<file path="config.mk">
export PLATFORM = sky130hd
export DESIGN_NAME = alu_seq_ctrl_flat
export DESIGN_NICKNAME = d
export VERILOG_FILES = /design/src/rtl/alu_seq_ctrl_pkg.sv /design/src/rtl/alu_seq_ctrl_if.sv /design/src/rtl/alu_seq_regfile.sv /design/src/rtl/alu_seq_ctrl.sv /design/src/flat_wrapper.sv
export SDC_FILE = /design/constraint.sdc
export NUM_CORES = 1
export LEC_CHECK = 0
export CAP_MARGIN = 20
export CORE_MARGIN = 1
export CORE_UTILIZATION = 55
export CTS_BUF_LIST = sky130_fd_sc_hd__clkbuf_4
export CTS_CLUSTER_SIZE = 16
export DETAILED_ROUTE_END_ITERATION = 8
export GPL_ROUTABILITY_DRIVEN = 0
export PLACE_DENSITY = 0.76
export REMOVE_ABC_BUFFERS = 1
export SLEW_MARGIN = 15
export SYNTH_ARGS = -nofsm -noshare
export SYNTH_HDL_FRONTEND = slang
export SYNTH_HIERARCHICAL = 1
export SYNTH_SLANG_ARGS = --single-unit
</file>
<file path="constraint.sdc">
create_clock -name clk_i -period 5.7 [get_ports clk_i]
set_input_delay 0.855 -clock clk_i [delete_from_list [all_inputs] [get_ports clk_i]]
set_output_delay 0.855 -clock clk_i [all_outputs]
set_load 0.1 [all_outputs]
</file>
<file path="src/rtl/alu_seq_ctrl_pkg.sv">
// Shared definitions for the ALU sequencer and the ALU it drives.
// Opcodes, FSM state codes, instruction layout and opcode classification.
package alu_seq_ctrl_pkg;

  localparam int ALU_DATA_W = 16;
  localparam int REG_NUM    = 8;
  localparam int REG_IDX_W  = 3;
  localparam int INSTR_W    = 16;

  localparam logic [3:0] OP_NOP = 4'b0000;
  localparam logic [3:0] OP_LDI = 4'b0001;
  localparam logic [3:0] OP_ADD = 4'b0010;
  localparam logic [3:0] OP_SUB = 4'b0011;
  localparam logic [3:0] OP_AND = 4'b0100;
  localparam logic [3:0] OP_OR  = 4'b0101;
  localparam logic [3:0] OP_XOR = 4'b0110;
  localparam logic [3:0] OP_SR  = 4'b1000;
  localparam logic [3:0] OP_SRA = 4'b1001;
  localparam logic [3:0] OP_SL  = 4'b1010;

  localparam logic [1:0] S_IDLE   = 2'd0;
  localparam logic [1:0] S_DECODE = 2'd1;
  localparam logic [1:0] S_EXEC   = 2'd2;
  localparam logic [1:0] S_WB     = 2'd3;

  // LDI reuses {rs1, rs2, rsvd} as its 9-bit immediate.
  typedef struct packed {
    logic [3:0] op;
    logic [2:0] rd;
    logic [2:0] rs1;
    logic [2:0] rs2;
    logic [2:0] rsvd;
  } instr_t;

  typedef enum logic [1:0] {
    CLS_NOP,
    CLS_LDI,
    CLS_ALU,
    CLS_ILL
  } op_cls_e;

  function automatic op_cls_e op_classify(input logic [3:0] op);
    case (op)
      OP_NOP:  return CLS_NOP;
      OP_LDI:  return CLS_LDI;
      OP_ADD, OP_SUB, OP_AND, OP_OR, OP_XOR,
      OP_SR, OP_SRA, OP_SL: return CLS_ALU;
      default: return CLS_ILL;
    endcase
  endfunction

endpackage

</file>
<file path="src/rtl/alu_seq_ctrl_if.sv">
// Instruction handshake, ALU bus, status and debug port of the sequencer.
// slave = sequencer side, master = instruction source / ALU / debug side.
interface alu_seq_ctrl_if
  import alu_seq_ctrl_pkg::*;
#(
  parameter int DATA_W = ALU_DATA_W
);

  logic [INSTR_W-1:0]   instr_i;
  logic                 instr_valid_i;
  logic                 instr_ready_o;
  logic [3:0]           alu_opcode_o;
  logic [DATA_W-1:0]    alu_a_o;
  logic [DATA_W-1:0]    alu_b_o;
  logic [DATA_W-1:0]    alu_out_i;
  logic                 alu_zero_i;
  logic                 done_o;
  logic                 illegal_o;
  logic                 zero_flag_o;
  logic [REG_IDX_W-1:0] dbg_addr_i;
  logic [DATA_W-1:0]    dbg_data_o;

  modport slave (
    input  instr_i, instr_valid_i, alu_out_i, alu_zero_i, dbg_addr_i,
    output instr_ready_o, alu_opcode_o, alu_a_o, alu_b_o,
           done_o, illegal_o, zero_flag_o, dbg_data_o
  );

  modport master (
    output instr_i, instr_valid_i, alu_out_i, alu_zero_i, dbg_addr_i,
    input  instr_ready_o, alu_opcode_o, alu_a_o, alu_b_o,
           done_o, illegal_o, zero_flag_o, dbg_data_o
  );

endinterface

</file>
<file path="src/rtl/alu_seq_regfile.sv">
// Register file with r0 hard-wired to zero: two async read ports, a debug read
// port, one write port committed on the rising edge, async clear; no backpressure.
module alu_seq_regfile
  import alu_seq_ctrl_pkg::*;
#(
  parameter int DATA_W = ALU_DATA_W,
  parameter int NREG   = REG_NUM,
  parameter int IDX_W  = $clog2(NREG)
) (
  input  logic              i_clk,
  input  logic              i_rst_n,
  input  logic [IDX_W-1:0]  i_rd1_addr,
  output logic [DATA_W-1:0] o_rd1_data,
  input  logic [IDX_W-1:0]  i_rd2_addr,
  output logic [DATA_W-1:0] o_rd2_data,
  input  logic [IDX_W-1:0]  i_dbg_addr,
  output logic [DATA_W-1:0] o_dbg_data,
  input  logic              i_wr_en,
  input  logic [IDX_W-1:0]  i_wr_addr,
  input  logic [DATA_W-1:0] i_wr_data
);

  logic [DATA_W-1:0] r_regs [NREG];

  // r_regs[0] is only ever cleared, so r0 reads zero with no read-side muxing.
  always_ff @(posedge i_clk or negedge i_rst_n) begin
    if (!i_rst_n) begin
      for (int i = 0; i < NREG; i++) r_regs[i] <= '0;
    end else if (i_wr_en && (i_wr_addr != '0)) begin
      r_regs[i_wr_addr] <= i_wr_data;
    end
  end

  assign o_rd1_data = r_regs[i_rd1_addr];
  assign o_rd2_data = r_regs[i_rd2_addr];
  assign o_dbg_data = r_regs[i_dbg_addr];

endmodule

</file>
<file path="src/rtl/alu_seq_ctrl.sv">
// Four-state sequencer feeding an external combinational ALU; done 3 cycles after accept.
// Accepts one instruction per 4 cycles; instr_ready_o is high only in IDLE.
module alu_seq_ctrl
  import alu_seq_ctrl_pkg::*;
#(
  parameter int DATA_W = ALU_DATA_W,
  parameter int NREG   = REG_NUM
) (
  input  logic          clk_i,
  input  logic          rst_n_i,
  alu_seq_ctrl_if.slave bus
);

  logic [1:0]        r_state;
  instr_t            r_instr;
  op_cls_e           r_cls;
  logic [DATA_W-1:0] r_opa;
  logic [DATA_W-1:0] r_opb;
  logic [DATA_W-1:0] r_res;
  logic              r_res_zero;
  logic              r_zero_flag;

  logic              w_accept;
  logic              w_alu_drive;
  logic              w_wr_en;
  logic [8:0]        w_imm9;
  logic [DATA_W-1:0] w_imm_sext;
  logic [DATA_W-1:0] w_wr_data;
  logic [DATA_W-1:0] w_rs1_data;
  logic [DATA_W-1:0] w_rs2_data;

  assign w_accept = (r_state == S_IDLE) && bus.instr_valid_i;

  always_ff @(posedge clk_i or negedge rst_n_i) begin
    if (!rst_n_i) begin
      r_state     <= S_IDLE;
      r_instr     <= '0;
      r_cls       <= CLS_NOP;
      r_opa       <= '0;
      r_opb       <= '0;
      r_res       <= '0;
      r_res_zero  <= 1'b0;
      r_zero_flag <= 1'b0;
    end else begin
      case (r_state)
        S_IDLE: begin
          if (w_accept) begin
            r_instr <= bus.instr_i;
            r_state <= S_DECODE;
          end
        end
        S_DECODE: begin
          r_opa   <= w_rs1_data;
          r_opb   <= w_rs2_data;
          r_cls   <= op_classify(r_instr.op);
          r_state <= S_EXEC;
        end
        S_EXEC: begin
          r_res      <= bus.alu_out_i;
          r_res_zero <= bus.alu_zero_i;
          r_state    <= S_WB;
        end
        S_WB: begin
          if (r_cls == CLS_ALU) r_zero_flag <= r_res_zero;
          r_state <= S_IDLE;
        end
        default: r_state <= S_IDLE;
      endcase
    end
  end

  // ALU bus is live through EXEC and held through WB so the result stays stable.
  assign w_alu_drive = ((r_state == S_EXEC) || (r_state == S_WB)) && (r_cls == CLS_ALU);

  assign w_imm9     = {r_instr.rs1, r_instr.rs2, r_instr.rsvd};
  assign w_imm_sext = {{(DATA_W-9){w_imm9[8]}}, w_imm9};
  assign w_wr_en    = (r_state == S_WB) && ((r_cls == CLS_ALU) || (r_cls == CLS_LDI));
  assign w_wr_data  = (r_cls == CLS_LDI) ? w_imm_sext : r_res;

  alu_seq_regfile #(
    .DATA_W (DATA_W),
    .NREG   (NREG)
  ) u_regfile (
    .i_clk      (clk_i),
    .i_rst_n    (rst_n_i),
    .i_rd1_addr (r_instr.rs1),
    .o_rd1_data (w_rs1_data),
    .i_rd2_addr (r_instr.rs2),
    .o_rd2_data (w_rs2_data),
    .i_dbg_addr (bus.dbg_addr_i),
    .o_dbg_data (bus.dbg_data_o),
    .i_wr_en    (w_wr_en),
    .i_wr_addr  (r_instr.rd),
    .i_wr_data  (w_wr_data)
  );

  assign bus.instr_ready_o = (r_state == S_IDLE);
  assign bus.alu_opcode_o  = w_alu_drive ? r_instr.op : OP_NOP;
  assign bus.alu_a_o       = w_alu_drive ? r_opa : '0;
  assign bus.alu_b_o       = w_alu_drive ? r_opb : '0;
  assign bus.done_o        = (r_state == S_WB);
  assign bus.illegal_o     = (r_state == S_WB) && (r_cls == CLS_ILL);
  assign bus.zero_flag_o   = r_zero_flag;

endmodule

</file>
<file path="src/flat_wrapper.sv">
// flat-port wrapper written by rule: the top's interface ports become plain ports
module alu_seq_ctrl_flat import alu_seq_ctrl_pkg::*;
#(
  parameter int DATA_W = ALU_DATA_W,
  parameter int NREG   = REG_NUM
)
  (clk_i, rst_n_i, bus_instr_i, bus_instr_valid_i, bus_alu_out_i, bus_alu_zero_i, bus_dbg_addr_i, bus_instr_ready_o, bus_alu_opcode_o, bus_alu_a_o, bus_alu_b_o, bus_done_o, bus_illegal_o, bus_zero_flag_o, bus_dbg_data_o);
  alu_seq_ctrl_if #(.DATA_W(DATA_W)) bus_i ();
  input  logic clk_i;
  input  logic rst_n_i;
  input wire logic [$bits(bus_i.instr_i)-1:0] bus_instr_i;
  input wire logic [$bits(bus_i.instr_valid_i)-1:0] bus_instr_valid_i;
  input wire logic [$bits(bus_i.alu_out_i)-1:0] bus_alu_out_i;
  input wire logic [$bits(bus_i.alu_zero_i)-1:0] bus_alu_zero_i;
  input wire logic [$bits(bus_i.dbg_addr_i)-1:0] bus_dbg_addr_i;
  output wire logic [$bits(bus_i.instr_ready_o)-1:0] bus_instr_ready_o;
  output wire logic [$bits(bus_i.alu_opcode_o)-1:0] bus_alu_opcode_o;
  output wire logic [$bits(bus_i.alu_a_o)-1:0] bus_alu_a_o;
  output wire logic [$bits(bus_i.alu_b_o)-1:0] bus_alu_b_o;
  output wire logic [$bits(bus_i.done_o)-1:0] bus_done_o;
  output wire logic [$bits(bus_i.illegal_o)-1:0] bus_illegal_o;
  output wire logic [$bits(bus_i.zero_flag_o)-1:0] bus_zero_flag_o;
  output wire logic [$bits(bus_i.dbg_data_o)-1:0] bus_dbg_data_o;
  assign bus_i.instr_i = bus_instr_i;
  assign bus_i.instr_valid_i = bus_instr_valid_i;
  assign bus_i.alu_out_i = bus_alu_out_i;
  assign bus_i.alu_zero_i = bus_alu_zero_i;
  assign bus_i.dbg_addr_i = bus_dbg_addr_i;
  assign bus_instr_ready_o = bus_i.instr_ready_o;
  assign bus_alu_opcode_o = bus_i.alu_opcode_o;
  assign bus_alu_a_o = bus_i.alu_a_o;
  assign bus_alu_b_o = bus_i.alu_b_o;
  assign bus_done_o = bus_i.done_o;
  assign bus_illegal_o = bus_i.illegal_o;
  assign bus_zero_flag_o = bus_i.zero_flag_o;
  assign bus_dbg_data_o = bus_i.dbg_data_o;
  alu_seq_ctrl #(.DATA_W(DATA_W), .NREG(NREG)) u_core (.clk_i(clk_i), .rst_n_i(rst_n_i), .bus(bus_i));
endmodule
</file>
==> summary.txt <==
Yosys
  • Main flop type after synthesis: dfrtp_1
  • Seq cells post-synth: approximately 200
  • Synth top area cells: dfrtp_1, mux4_1, mux2_2
  • Async SR Flop Fraction: 100%
  • EDFF count, synth: 0
  • Sequential area share after synthesis: 44.1%
  • Synth Area per Inst: 16.2 um^2
  • Synth top area share: ~44%
  • Synth unique cells: 30
  • Cell taking the most area after synthesis: dfrtp_1
  • Mapped Cells: 696
  • Ys Warns: 6
  • Mapped Area: 0.0112 mm^2

Routing
  • DRC violation count after routing: 0
  • Routed Antenna Nets: 0
  • Iter 0 DRT Violations: 417
  • Post-Route WL: 24600 um
  • WL/cell: roughly 24 um
  • Initial DRT Pass Iterations: 4
  • Vias per cell: 6.27
  • Routed vias: 6465

GRT
  • Vias in the first global route: just under 7000
  • First-pass GRT wire length: just under 40000 um
  • Total GRT Usage: about a quarter
  • Antenna violations before repair: 1
  • Pin count of the biggest net entering global routing: 95
  • Congestion Overflow GR: 0

Floorplanning
  • Die Area: 0.0210 mm^2
  • Core area: 0.0198 mm^2
  • Die height: 145 um
  • Row count: 51
  • Starting Density: 56.9%
  • Chip width: 145 um
  • Ports: 95

Layout
  • Final Instance Area: 0.0125 mm^2
  • Layout cells sized above 1: 38.8%
  • Most frequent cells in the layout: dfrtp_1, mux2_2, clkdlybuf4s50_1
  • Fin cells: about 1000
  • Area grow syn2layout: 11.0%
  • Most common cell after layout, fill and taps aside: dfrtp_1
  • Filler cells: 1442
  • Nets: 801

Clock tree
  • Post-CTS Resized: 0
  • Max H-tree Level: 4
  • Worst-skew pair later-pin latency: 0.60 ns
  • TritonCTS clock tree: done
  • Clock slew at reported path FFs: around 0.13 ns
  • CTS buffer count: 17
  • Total number of clock tree sinks: 198
  • Clock buffer depth: 2
  • Clk root buf: clkbuf_4
  • Cts hold-fix bufs: 0
  • Postcts setup bufs: 0

Placement
  • Post-DP HPWL: 14700 um
  • IO buf count: 94
  • DP Area: around 0.012 mm^2
  • Inst Count DP: 998

Power
  • Combinational Power Share: 53.8%
  • VDD IR max: 429 uV
  • Net Sw Power: 3.13 mW
  • Leakage: 5.80 nW
  • Internal Dissipation: ~4.1 mW
  • Clock power frac: 10.4%
  • Switching part of the total: a little over two fifths
  • Reg power frac: a little over a third
  • Cell area power density: between 500 and 600 mW/mm^2

Worst setup path
  • CP bufs+invs: 2
  • Kind of critical path: in -> out
  • WP data arrival: 3.46 ns
  • Crit-path cells: buf_2 > mux4_1 > mux2_2 > clkdlybuf4s50_1
  • Data required, critical path: 4.85 ns
  • CP max stage delay: 0.97 ns
  • Worst path top cell family by delay: buffers and inverters
  • Critical path endpoint category: primary output
  • Reg-to-reg startpoint: u_core/r_cls[0]$_DFFE_PN0N_
  • CP max-delay cell: clkdlybuf4s50_1
  • FF-to-FF End: u_core/u_regfile/r_regs[12]$_DFFE_PN0P_
  • Startpoint types: input pin
  • Critical path peak fanout: 25
  • R2r worst-path depth: 5
  • R2R Setup Slk: 2.77 ns

Min path
  • Hold Crit Class: in -> async

Timing
  • Final Hold Vio Count: 0
  • Setup Skew: 0.0202 ns
  • Setup tns final: 0 ns
  • Highest Clock Rate: 232 MHz
  • Max Slew Vio Count: 0
  • Fin crit period: ~4.3 ns
  • Relative slew slack: ~34%
  • Unrepaired setup endpoints after global routing: no
  • # setup viols final: 0
  • Final period util: 75.7%
  • Tightest Pin Transition: between 0.9 and 1 ns

Outcome
  • Status: complete, no violations

Flow run
  • Max-cap violations: 0
-- how the worst max path moves through the flow --
stage,to,from,depth (start not counted),slack [ns]
after floorplan,u_core/u_regfile/r_regs[107]$_DFFE_PN0P_,u_core/r_state[1]$_DFFE_PN0P_,4,1.48
after global routing,bus_dbg_data_o[2],bus_dbg_addr_i[0],4,1.35
after global placement,bus_dbg_data_o[11],bus_dbg_addr_i[0],4,1.44
after detailed placement,bus_dbg_data_o[2],bus_dbg_addr_i[0],4,1.40
after CTS,bus_dbg_data_o[2],bus_dbg_addr_i[0],4,1.40
final,bus_dbg_data_o[2],bus_dbg_addr_i[0],4,1.39
-- registers in the layout, summed over array words and instances (netlist names) --
signal                   flops
u_core/bus.zero_flag_o       1
u_core/r_cls                 2
u_core/r_instr              16
u_core/r_opa                16
u_core/r_opb                16
u_core/r_res                16
u_core/r_res_zero            1
u_core/r_state               2
u_core/u_regfile/r_regs    128
-- metrics by stage --
| stage | hold WS (ns) | utilization, % | power [mW] | worst slack [ns] |
|---|---|---|---|---|
| 3_5_place_dp | 0.401 | 61.4 | 6.47 | 1.40 |
| 2_1_floorplan | 0.373 | - | 5.41 | 1.48 |
| 6_report | 0.297 | 63.1 | 7.24 | 1.39 |
| 5_1_grt | 0.337 | 63.1 | 7.62 | 1.35 |
| 4_1_cts | 0.322 | 62.8 | 7.23 | 1.40 |
| 3_3_place_gp | 0.388 | 61.4 | 6.31 | 1.44 |
-- power groups by stage --
stage               sequential, mW  combinational, mW  clock [mW]
floorplan                     2.46               2.95           0
global placement              2.59               3.72           0
detailed placement            2.65               3.81           0
CTS                           2.62               3.83       0.776
global route                  2.68               4.10       0.834
finish                        2.59               3.89       0.755
-- synthesized netlist by cell type, types with 2 or more instances --
master    count
o21ai_0      16
mux2_4       10
dfrtp_1     198
ha_1          8
a21oi_1       4
buf_6        24
mux2_2      186
clkbuf_1     23
buf_1         5
buf_2        13
mux2_1       31
and2_4       20
mux4_1       80
nor3_1        2
and2_1       17
nor2b_1       2
mux4_2       16
inv_1        12
nor4bb_1      3
nand4b_4      3
buf_4         3
nand2_1      12
-- per-layer routing --
metal  routed length, um  part of all wire, %  GRT usage (%)
met5                   0                    0              0
met4                 358                  1.5           6.54
met3                1110                  4.5           4.03
met2               12500                   51           42.3
met1               10600                   43           32.8
-- worst reg2reg max path, cell delays in order (launching register included) --
cell and delay, ns:
dfrtp_1 0.42, inv_1 0.08, ha_1 0.29, nor2b_1 0.70
nand4_2 0.77, mux2_2 0.56
-- layout make-up --
class                           instances  area, um^2  area share, %
Antenna cell                            1        2.50         0.0200
Multi-Input combinational cell        416        5800           46.5
Clock inverter                         11         135           1.08
Timing Repair Buffer                  109        1070           8.57
Tap cell                              265         332           2.66
Clock buffer                           19         143           1.14
Sequential cell                       198        4960           39.7
Inverter                               12        45.0          0.361
-- cells by family after synthesis --
| family | Yosys count | synth area share, % |
|---|---|---|
| AOI/OAI and AO/OA | 23 | 1.15 |
| adders and majority gates | 8 | 0.890 |
| buffers and inverters | 82 | 4.74 |
| DFF | 198 | 44.1 |
| muxes | 323 | 45.0 |
| and+or+nand+nor | 62 | 4.21 |
Note: power is estimated with default switching activity, not from simulation.
